==> src/rtl/bin2bcd_seq_pkg.sv <==
// Shared calculator constants for the binary-to-BCD converter: digit width,
// FSM state encodings, the all-nines digit and the decimal max-value helper.
package bin2bcd_seq_pkg;

  localparam int DIGIT_W = 4;
  localparam logic [DIGIT_W-1:0] BCD_NINE = 4'h9;

  // FSM encodings kept as plain vectors so older tools can use them too
  localparam logic [1:0] ST_IDLE  = 2'd0;
  localparam logic [1:0] ST_SHIFT = 2'd1;
  localparam logic [1:0] ST_DONE  = 2'd2;

  // Largest value that fits in 'digits' decimal digits: 10^digits - 1
  function automatic int unsigned max_val(input int digits);
    int unsigned m;
    m = 1;
    for (int i = 0; i < digits; i++) m = m * 10;
    return m - 1;
  endfunction

  localparam int DEF_DIGITS = 4;
  localparam int unsigned DEF_MAX = max_val(DEF_DIGITS);

endpackage

==> src/rtl/bin2bcd_seq_if.sv <==
// Handshake/data bundle between the calculator control FSM (master) and the
// converter (slave). The blank vector exists only with LEADING_ZERO_BLANK_EN.
interface bin2bcd_seq_if #(
  parameter int BIN_W  = 14,
  parameter int DIGITS = 4
);
  logic                  start;
  logic [BIN_W-1:0]      bin_in;
  logic                  busy;
  logic                  done;
  logic [4*DIGITS-1:0]   bcd_out;
  logic                  ovf;
`ifdef LEADING_ZERO_BLANK_EN
  logic [DIGITS-1:0]     blank;
`endif

  modport master (
    output start, bin_in,
`ifdef LEADING_ZERO_BLANK_EN
    input  blank,
`endif
    input  busy, done, bcd_out, ovf
  );

  modport slave (
    input  start, bin_in,
`ifdef LEADING_ZERO_BLANK_EN
    output blank,
`endif
    output busy, done, bcd_out, ovf
  );
endinterface

==> src/rtl/bin2bcd_seq_add3.sv <==
// Double-dabble correction cell: a digit of 5 or more gets +3 so that the
// following left shift carries correctly into the next decimal digit.
module bcd_add3 (
  input  logic [3:0] d,
  output logic [3:0] q
);
  assign q = (d >= 4'd5) ? d + 4'd3 : d;
endmodule

==> src/rtl/bin2bcd_seq.sv <==
// Sequential binary-to-BCD converter (shift-and-add-3), one result per start.
// Optional feature macro: LEADING_ZERO_BLANK_EN adds the registered blank
// vector marking leading-zero digits.
module bin2bcd_seq
  import bin2bcd_seq_pkg::*;
#(
  parameter int BIN_W  = 14,
  parameter int DIGITS = 4
) (
  input  logic           clk,
  input  logic           rst,
  bin2bcd_seq_if.slave   bus
);

  // Scratch holds one extra bit above the digits so a carry out of the top
  // digit during the steps is never dropped.
  localparam int SW = DIGIT_W * DIGITS + 1;
  localparam int BW = DIGIT_W * DIGITS;
  localparam int CW = $clog2(BIN_W + 1);
  localparam int unsigned MAX_V = max_val(DIGITS);

  logic [1:0]        state;
  logic [CW-1:0]     cnt;
  logic [BIN_W-1:0]  shreg;
  logic [SW-1:0]     scratch;
  logic [SW-1:0]     adj;
  logic [SW-1:0]     nxt_scratch;
  logic              ovf_pend;
  logic              last_step;

  logic              busy_q;
  logic              done_q;
  logic              ovf_q;
  logic [BW-1:0]     bcd_q;
  logic [BW-1:0]     bcd_nxt;

  // One add-3 cell per digit; the carry bit passes straight through
  for (genvar g = 0; g < DIGITS; g++) begin : g_add3
    bcd_add3 u_add3 (
      .d(scratch[g*DIGIT_W +: DIGIT_W]),
      .q(adj[g*DIGIT_W +: DIGIT_W])
    );
  end
  assign adj[SW-1] = scratch[SW-1];

  // Shift the corrected scratch left, pulling in the next binary MSB
  assign nxt_scratch = {adj[SW-2:0], shreg[BIN_W-1]};
  assign last_step   = (cnt == CW'(1));

  // Saturate to all nines when the operand was out of range at accept
  assign bcd_nxt = ovf_pend ? {DIGITS{BCD_NINE}} : nxt_scratch[BW-1:0];

`ifdef LEADING_ZERO_BLANK_EN
  logic [DIGITS-1:0] blank_q;
  logic [DIGITS-1:0] blank_nxt;
  logic              zrun;

  // Walk from the top digit down; a digit is blank while everything above
  // it (and itself) is zero. Units digit always shows, nothing blanks on ovf.
  always_comb begin
    blank_nxt = '0;
    zrun      = 1'b1;
    for (int i = DIGITS - 1; i > 0; i--) begin
      zrun         = zrun & (bcd_nxt[i*DIGIT_W +: DIGIT_W] == 4'd0);
      blank_nxt[i] = zrun & ~ovf_pend;
    end
  end

  assign bus.blank = blank_q;
`endif

  // Control FSM, step counter, shift registers and output registers
  always_ff @(posedge clk) begin
    if (rst) begin
      state    <= ST_IDLE;
      cnt      <= '0;
      shreg    <= '0;
      scratch  <= '0;
      ovf_pend <= 1'b0;
      busy_q   <= 1'b0;
      done_q   <= 1'b0;
      ovf_q    <= 1'b0;
      bcd_q    <= '0;
`ifdef LEADING_ZERO_BLANK_EN
      blank_q  <= '0;
`endif
    end else begin
      case (state)
        ST_IDLE: begin
          done_q <= 1'b0;
          if (bus.start) begin
            shreg    <= bus.bin_in;
            scratch  <= '0;
            cnt      <= CW'(BIN_W);
            ovf_pend <= (32'(bus.bin_in) > MAX_V);
            busy_q   <= 1'b1;
            state    <= ST_SHIFT;
          end
        end
        ST_SHIFT: begin
          scratch <= nxt_scratch;
          shreg   <= {shreg[BIN_W-2:0], 1'b0};
          cnt     <= cnt - CW'(1);
          if (last_step) begin
            state  <= ST_DONE;
            busy_q <= 1'b0;
            done_q <= 1'b1;
            ovf_q  <= ovf_pend;
            bcd_q  <= bcd_nxt;
`ifdef LEADING_ZERO_BLANK_EN
            blank_q <= blank_nxt;
`endif
          end
        end
        ST_DONE: begin
          // start is ignored here; the pulse lasts exactly one cycle
          done_q <= 1'b0;
          state  <= ST_IDLE;
        end
        default: begin
          state  <= ST_IDLE;
          busy_q <= 1'b0;
          done_q <= 1'b0;
        end
      endcase
    end
  end

  assign bus.busy    = busy_q;
  assign bus.done    = done_q;
  assign bus.ovf     = ovf_q;
  assign bus.bcd_out = bcd_q;

endmodule

==> src/flat_wrapper.sv <==
// flat-port wrapper written by rule: the top's interface ports become plain ports
module bin2bcd_seq_flat import bin2bcd_seq_pkg::*;
#(
  parameter int BIN_W  = 14,
  parameter int DIGITS = 4
)
  (clk, rst, bus_start, bus_bin_in, bus_busy, bus_done, bus_bcd_out, bus_ovf);
  bin2bcd_seq_if #(.BIN_W(BIN_W), .DIGITS(DIGITS)) bus_i ();
  input  logic clk;
  input  logic rst;
  input wire logic [$bits(bus_i.start)-1:0] bus_start;
  input wire logic [$bits(bus_i.bin_in)-1:0] bus_bin_in;
  output wire logic [$bits(bus_i.busy)-1:0] bus_busy;
  output wire logic [$bits(bus_i.done)-1:0] bus_done;
  output wire logic [$bits(bus_i.bcd_out)-1:0] bus_bcd_out;
  output wire logic [$bits(bus_i.ovf)-1:0] bus_ovf;
  assign bus_i.start = bus_start;
  assign bus_i.bin_in = bus_bin_in;
  assign bus_busy = bus_i.busy;
  assign bus_done = bus_i.done;
  assign bus_bcd_out = bus_i.bcd_out;
  assign bus_ovf = bus_i.ovf;
  bin2bcd_seq #(.BIN_W(BIN_W), .DIGITS(DIGITS)) u_core (.clk(clk), .rst(rst), .bus(bus_i));
endmodule
==> config.mk <==
export PLATFORM = sky130hd
export DESIGN_NAME = bin2bcd_seq_flat
export DESIGN_NICKNAME = d
export VERILOG_FILES = /design/src/rtl/bin2bcd_seq_pkg.sv /design/src/rtl/bin2bcd_seq_if.sv /design/src/rtl/bin2bcd_seq_add3.sv /design/src/rtl/bin2bcd_seq.sv /design/src/flat_wrapper.sv
export SDC_FILE = /design/constraint.sdc
export NUM_CORES = 1
export LEC_CHECK = 0
export ABC_AREA = 1
export CAP_MARGIN = 25
export CORE_MARGIN = 8
export CORE_UTILIZATION = 35
export CTS_CLUSTER_DIAMETER = 80
export CTS_CLUSTER_SIZE = 20
export DETAILED_ROUTE_END_ITERATION = 7
export HOLD_SLACK_MARGIN = 0.06
export PLACE_DENSITY_LB_ADDON = 0.1
export SYNTH_ARGS = -nofsm -noshare
export SYNTH_HDL_FRONTEND = slang
export SYNTH_SLANG_ARGS = --single-unit
==> constraint.sdc <==
create_clock -name clk -period 1.1 [get_ports clk]
set_input_delay 0.22 -clock clk [delete_from_list [all_inputs] [get_ports clk]]
set_output_delay 0.22 -clock clk [all_outputs]
set_load 0.02 [all_outputs]
==> results.md, run 1 <==
* Layout cells sized above 1 at 44.98%
* Minimum setup slack in the final design at -145.8 ps
* Fraction of post-synthesis cell area in the top cell type by area at ~44%
* Period Utilization, post-route at 113.3%
* Number of diodes added for antenna fixing at 0
* WHS Endpoint: u_core.bus.done
* DR WL/cell at between 10 and 15 µm
* Origin of the worst setup path: u_core.state[0]
* Type of the most critical hold path: flop to flop
* Critical path endpoint category: flop
* Logic depth of the worst register-to-register path at 7
* Net switching power figure at 1.032 mW
* Most numerous cell in the Yosys netlist: nand2_1
* Largest cells by area after synthesis: dfxtp_1, nand2_1, o21ai_0
* Biggest area consumer among synthesized cells: dfxtp_1
* Number of storage elements in the synthesis netlist at 56
* Cells along the critical path: inv_2, nor2_4, nand3_4, nor2_8, buf_12, nand2_1, a21oi_2
* CP arrival at 1480 ps
* Sequential cell area fraction in the yosys report at 43.99%
* Most frequent cells after synthesis: nand2_1, dfxtp_1, inv_1
* Kind of start point of the critical path: flop
* Standard-cell rows at 31
* Status: finished, violations left
* Max capacitance violation total at 0
* FF-to-FF setup slack at -150 ps
* Total GRT Usage at 14.87%
* Effective utilization at floorplan at 35.71%
* Overall routed net length at approximately 7.3 mm
* Final Hold Violating Endpoints at 0
* CTS H-tree lvls at 2
* Critical R2R Capture: u_core.bus.bcd_out[13]
* Switching share of power at 26.01%
* Worst Tran Pin Value at about 330 ps
* Synth Flop Type: dfxtp_1
* Largest clock skew in the final design at 13.63 ps
* # setup viols final at 50
* Sum of overflow across all layers after global routing at 0
* WHS at 449.0 ps
* Power density relative to cell area at 1033 nW/µm²
* Drt first pass iters at 4
* Startpoint of the most critical hold path: u_core.bus.done
* Post-DP HPWL at around 5 mm
* Critical path type: flop to flop
* Timing-limited maximum frequency at 802.7 MHz
* Average instance area after synthesis at 7.366 µm²
* Post-Syn Area at 2549 µm²
* Design Power at 3.967 mW
* Wire length of the first global-routing pass at 12.05 mm
* Count of nets left with antenna violations after detail routing at 0
* Number of enable-type register cells in the synthesized netlist at 0
* Bufs and invs on worst path at 2
* Critical-path top delay cell: dfxtp_2
* Clock network power share at 29.5%
* RSZ-0062 raised after global routing: true
* Final slew viol count at 0
* DRC at 0
* Peak ir drop on the vdd network at 0.4840 mV
* Async SR Flop Fraction at 0%
* Number of DRC markers in iteration 0 at 74
* Root buffer cell: clkbuf_8
* Antenna violations before repair at 0
* Number of distinct library cell variants in the gate-level netlist after synthesis at 23
* CP Data Required Time at 1340 ps
* Final GP Congestion at 0.8330
* Violated checks: negative setup slack
* Minimum period implied by the final worst setup slack at 1246 ps
* Largest driver fanout on the critical path at 12
* Portion of total power attributed to sequential cells at 54.0%
* Sum of negative setup slack at -3717 ps
* Number of buffers added to fix hold violations after cts at 0
* Synthesis warning total at 0
* Internal power summed over all cells at 2.935 mW
* Routed via count divided by cell count at 4.747
* Crit path depth at 7
* Clk buf depth at 2
* Die extent in y at 101.3 µm
* Number of vias after detailed routing at 2,549
* Synthesis-to-layout area growth at 50.61%
* Syn_nets at 373
* Vias in the first global route at between 2k and 2.5k
* Die area at 10,270 µm²
* Number of cells on the worst hold path at 2
* Tightest slew margin relative to the limit at roughly 78%
* Clk sink count at 56
* Launching point of the worst reg2reg path: u_core.state[0]
* Total CTS buffers at 5
* Horizontal die dimension at 101.3 µm
* Core box area at a little over 7000 µm²
* Max incr delay on CP at ~350 ps
* Top delay family on crit path: simple AND/OR/NAND/NOR gates
* Count of mapped cells out of synthesis at between 300 and 400
* Maximum number of pins on one net before global-route repair at 16
* IO Port Bufs at 35
* Combinational share of power at 16.5%
* Pre-CTS setup slack at -356.5 ps
* Boundary pin count at 36
* Leakage power summed over all cells at 1.687 nW
* TritonCTS clock tree: built
* Insertion delay to the later sink of the worst-skew pair at between 300 and 400 ps
* Fin nets at 464
* Clock Pin Slew Worst Setup and Hold Paths at 100 ps
## worst max path at each step
stage / to / slack [ps]
after CTS: u_core.bus.bcd_out[13] / -110
after global routing: u_core.bus.bcd_out[13] / -210
after global placement: u_core.scratch[10] / -310
after detailed placement: u_core.scratch[10] / -360
after floorplan: u_core.bus.bcd_out[10] / -120
final: u_core.bus.bcd_out[13] / -150
## worst min-delay path, stage by stage (launching register included)
cell and delay, ps:
dfxtp_1 310, inv_1 40, a21oi_1 50
## registers in the layout, summed over array words and instances, names as in the netlist
name	cells
u_core.bus.bcd_out	16
u_core.bus.ovf	1
u_core.ovf_pend	1
u_core.scratch	16
u_core.cnt	4
u_core.bus.done	1
u_core.bus.busy	1
u_core.state	2
u_core.shreg	14
## stage by stage
step | std cells | util (%) | area (µm²)
after CTS | 533 | 51.00 | 3640
after global routing | 537 | 53.79 | 3839
after global placement | 520 | 47.67 | 3402
after detailed placement | 520 | 47.67 | 3402
final | 537 | 53.79 | 3839
after floorplan | 346 | - | 2574
## power groups by stage
stage | sequential [mW] | clock, mW | combinational [mW]
6_report | 2.14 | 1.17 | 0.654
5_1_grt | 2.15 | 1.30 | 0.708
4_1_cts | 2.14 | 1.21 | 0.572
3_5_place_dp | 2.18 | 0 | 0.529
3_3_place_gp | 2.18 | 0 | 0.527
2_1_floorplan | 2.19 | 0 | 0.232
## layout by cell type (no fill, tap or decap), types with 4 or more instances in the layout
cell type and n:
inv_1 23, ha_4 7, nand2_1 72, buf_6 8, dfxtp_2 12, clkbuf_8 6
nand3_2 5, nor2_4 4, a21oi_2 10, a21oi_1 12, buf_12 4, clkdlybuf4s50_1 16
nand3_1 15, o21ai_0 12, buf_4 47, dfxtp_1 43, inv_4 5, o21ai_2 11
inv_2 14, nand4_1 8, nand2_2 30, nor2_1 17, buf_2 17, o21ai_1 11
nand2_4 4
## layout make-up
class / count / area (µm²)
Timing Repair Buffer: 94 / 790.8
Clock buffer: 8 / 90.09
Sequential cell: 56 / 1140
Fill cell: 727 / 3298
Multi-Input combinational cell: 238 / 1524
Inverter: 42 / 170.2
Tap cell: 99 / 123.9
## metal layers
| metal | global-route usage [%] | vias to the layer above | wire [µm] |
|---|---|---|---|
| li1 | - | 1308 | - |
| met1 | 18.25 | 1195 | 3424 |
| met5 | 0 | - | 0 |
| met2 | 24.95 | 37 | 3531 |
| met3 | 3.643 | 9 | 261 |
| met4 | 4.582 | 0 | 106 |
## logic make-up (layout without fill, tap and decap cells)
kind of cell / Yosys count / count (layout) / share of synthesized area [%]
AO/OA/AOI/OAI: 68 / 68 / 14.73
buffers and inverters: 52 / 144 / 8.885
adder cells (fa/ha/maj): 10 / 10 / 4.909
AND/OR/NAND/NOR: 160 / 160 / 27.49
flip-flops: 56 / 56 / 43.99
## what timing repair did
item	in CTS	in global routing
cloned	1	2
buffers inserted	4	2
resized for setup	158	65
pin swaps	16	15
setup endpoints to repair	68	59
Note: power is estimated with default switching activity, not from simulation.
==> run 2, diff against run 1 <==
- CORE_UTILIZATION: 35 -> 49
==> run 2 against run 1 <==
Effect of this change:
- the flow still finishes with violations (negative setup slack)
- utilization up 20 points
- setup slack got worse by 140 ps
- cell count is 4.5% lower
- register-to-register slack got worse by 140 ps
- via count is 1.5% higher
- critical path depth unchanged
- count of clock-buffer cells in the layout decreased by 3
==> results.md, run 2 (synthesized netlist as in run 1, its figures left out) <==
* Final Core Density at 73.59%
* CP arrival at approximately 1600 ps
* Sum of negative setup slack at -6559 ps
* Wire length on met2 at 3.525 mm
* Drt first pass iters at 4
* Status: finished, violations left
* Largest clock skew in the final design at 12.20 ps
* Switching share of power at 27.28%
* Top library cells by usage in the layout, fill and taps aside: nand2_1, buf_4, dfxtp_1
* Power density relative to cell area at 1058 nW/µm²
* Type of the most critical hold path: flop to flop
* Critical path type: flop to flop
* FF-to-FF setup slack at -290 ps
* Timing-limited maximum frequency at 721.2 MHz
* DRC at 0
* # setup viols final at 54
* Net switching power figure at 1.078 mW
* Antenna violations before repair at 0
* Critical path endpoint category: flop
* Total CTS buffers at 5
* Overall routed net length at slightly above 7 mm
* Maximum number of pins on one net before global-route repair at 20
* Period Utilization, post-route at 126.1%
* Pre-CTS setup slack at -373.3 ps
* Minimum setup slack in the final design at -286.7 ps
* Total GRT Usage at a little under a fifth
* Placed Area at 3348 µm²
* Boundary pin count at 36
* Combinational share of power at about 16%
* Die area at 7765 µm²
* Cell area after layout at 3735 µm²
* Top delay family on crit path: compound AO/OA/AOI/OAI gates
* Horizontal die dimension at 88.12 µm
* Standard-cell rows at 26
* Clock Pin Slew Worst Setup and Hold Paths at 100 ps
* Sum of overflow across all layers after global routing at 0
* Top layer in use: met4
* Number of DRC markers in iteration 0 at 173
* Met1 Wirelength at 3.215 mm
* TritonCTS clock tree: built
* Violated checks: negative setup slack
* Final Hold Violating Endpoints at 0
* Max incr delay on CP at 340 ps
* Fin nets at 469
* IO Port Bufs at 35
* Count of nets left with antenna violations after detail routing at 0
* Core box area at 5075 µm²
* Number of diodes added for antenna fixing at 0
* Bufs and invs on worst path at 3
* Portion of total power attributed to sequential cells at a little over half
* Vias in the first global route at about 2.4k
* Number of vias after detailed routing at between 2k and 3k
* Wire length on met3 at 366 µm
* Die extent in y at slightly below 90 µm
* CP Data Required Time at 1340 ps
* Layout cells sized above 1 at 39.05%
* Internal power summed over all cells at roughly 2.9 mW
* Insertion delay to the later sink of the worst-skew pair at 320 ps
* Clk sink count at 56
* Peak ir drop on the vdd network at 0.5781 mV
* Max capacitance violation total at 0
* Post-DP HPWL at approximately 4.9 mm
* CTS H-tree lvls at 2
* DR WL/cell at ~14 µm
* Routed via count divided by cell count at about 5.0
* Leakage power summed over all cells at 1.695 nW
* RSZ-0062 raised after global routing: true
* Minimum period implied by the final worst setup slack at 1387 ps
* Critical-path top delay cell: dfxtp_2
* Synthesis-to-layout area growth at 46.54%
* Wire length of the first global-routing pass at 11.45 mm
* Clk buf depth at 2
* Final slew viol count at 0
* Clock network power share at between 20% and 30%
* Tightest slew margin relative to the limit at between 70 and 80%
* Kind of start point of the critical path: flop
* Most common cell after layout, fill and taps aside: nand2_1
* Cells along the critical path: inv_2, nor2_4, inv_1, buf_4, o21ai_0, nand3_1, o21ai_1
* Effective utilization at floorplan at 50.22%
* Final GP Congestion at between 0.8 and 0.9
* Root buffer cell: clkbuf_8
* Largest driver fanout on the critical path at 4
* Worst Tran Pin Value at 371.2 ps
run 2: cell count changes in the layout (fill, tap and decap cells not counted), sizes merged:
| cell | delta |
|---|---|
| buf | +2 |
| clkbuf | -1 |
| clkinv | +1 |
| clkinvlp | +3 |
run 2: layer usage:
layer	global-route usage, %	up-vias
met4	5.837	0
met1	23.73	1191
met2	31.05	63
li1	-	1317
met5	0	-
met3	4.034	17
run 2: power by group through the flow:
stage,sequential [mW],combinational (mW),clock [mW]
6_report,2.14,0.638,1.17
5_1_grt,2.15,0.689,1.27
4_1_cts,2.14,0.555,1.18
3_5_place_dp,2.18,0.519,0
3_3_place_gp,2.18,0.510,0
2_1_floorplan,2.19,0.232,0
run 2: repair_timing:
action | 4_1_cts | 5_1_grt
pin swaps | 6 | 11
hold buffers | 0 | 0
gates cloned | 2 | 2
setup buffers | 5 | 4
resized for setup | 117 | 61
endpoints found under the setup margin | 73 | 67
run 2: worst paths after layout:
path	from	to	cells past startpoint
worst max-delay path	u_core.state[0]	u_core.shreg[13]	7
worst min-delay path	u_core.bus.done	u_core.bus.done	2
worst max register to register	u_core.state[0]	u_core.shreg[13]	7
worst min register to register	u_core.bus.done	u_core.bus.done	2
run 2: worst min-delay path, stage by stage, from the launching register on:
cell,delay [ps]
dfxtp_1,320
inv_1,40
a21oi_1,50
run 2: final cells by class:
class	count	area (µm²)
multi-input cells	238	1388
fillers	417	1340
flip-flops and latches	56	1136
repair buffers	98	859.6
inverters	42	166.4
well taps	70	87.58
clock buffers	5	68.82
clock inverters	3	21.27
repair inverters	1	7.507
run 2: metrics by stage:
| stage | hold slack (ps) | cells | power [mW] |
|---|---|---|---|
| after global routing | 468.6 | 513 | 4.107 |
| after detailed placement | 446.9 | 492 | 2.702 |
| after global placement | 437.9 | 492 | 2.692 |
| after floorplan | 289.1 | 346 | 2.422 |
| final | 449.5 | 513 | 3.953 |
| after CTS | 459.4 | 507 | 3.882 |
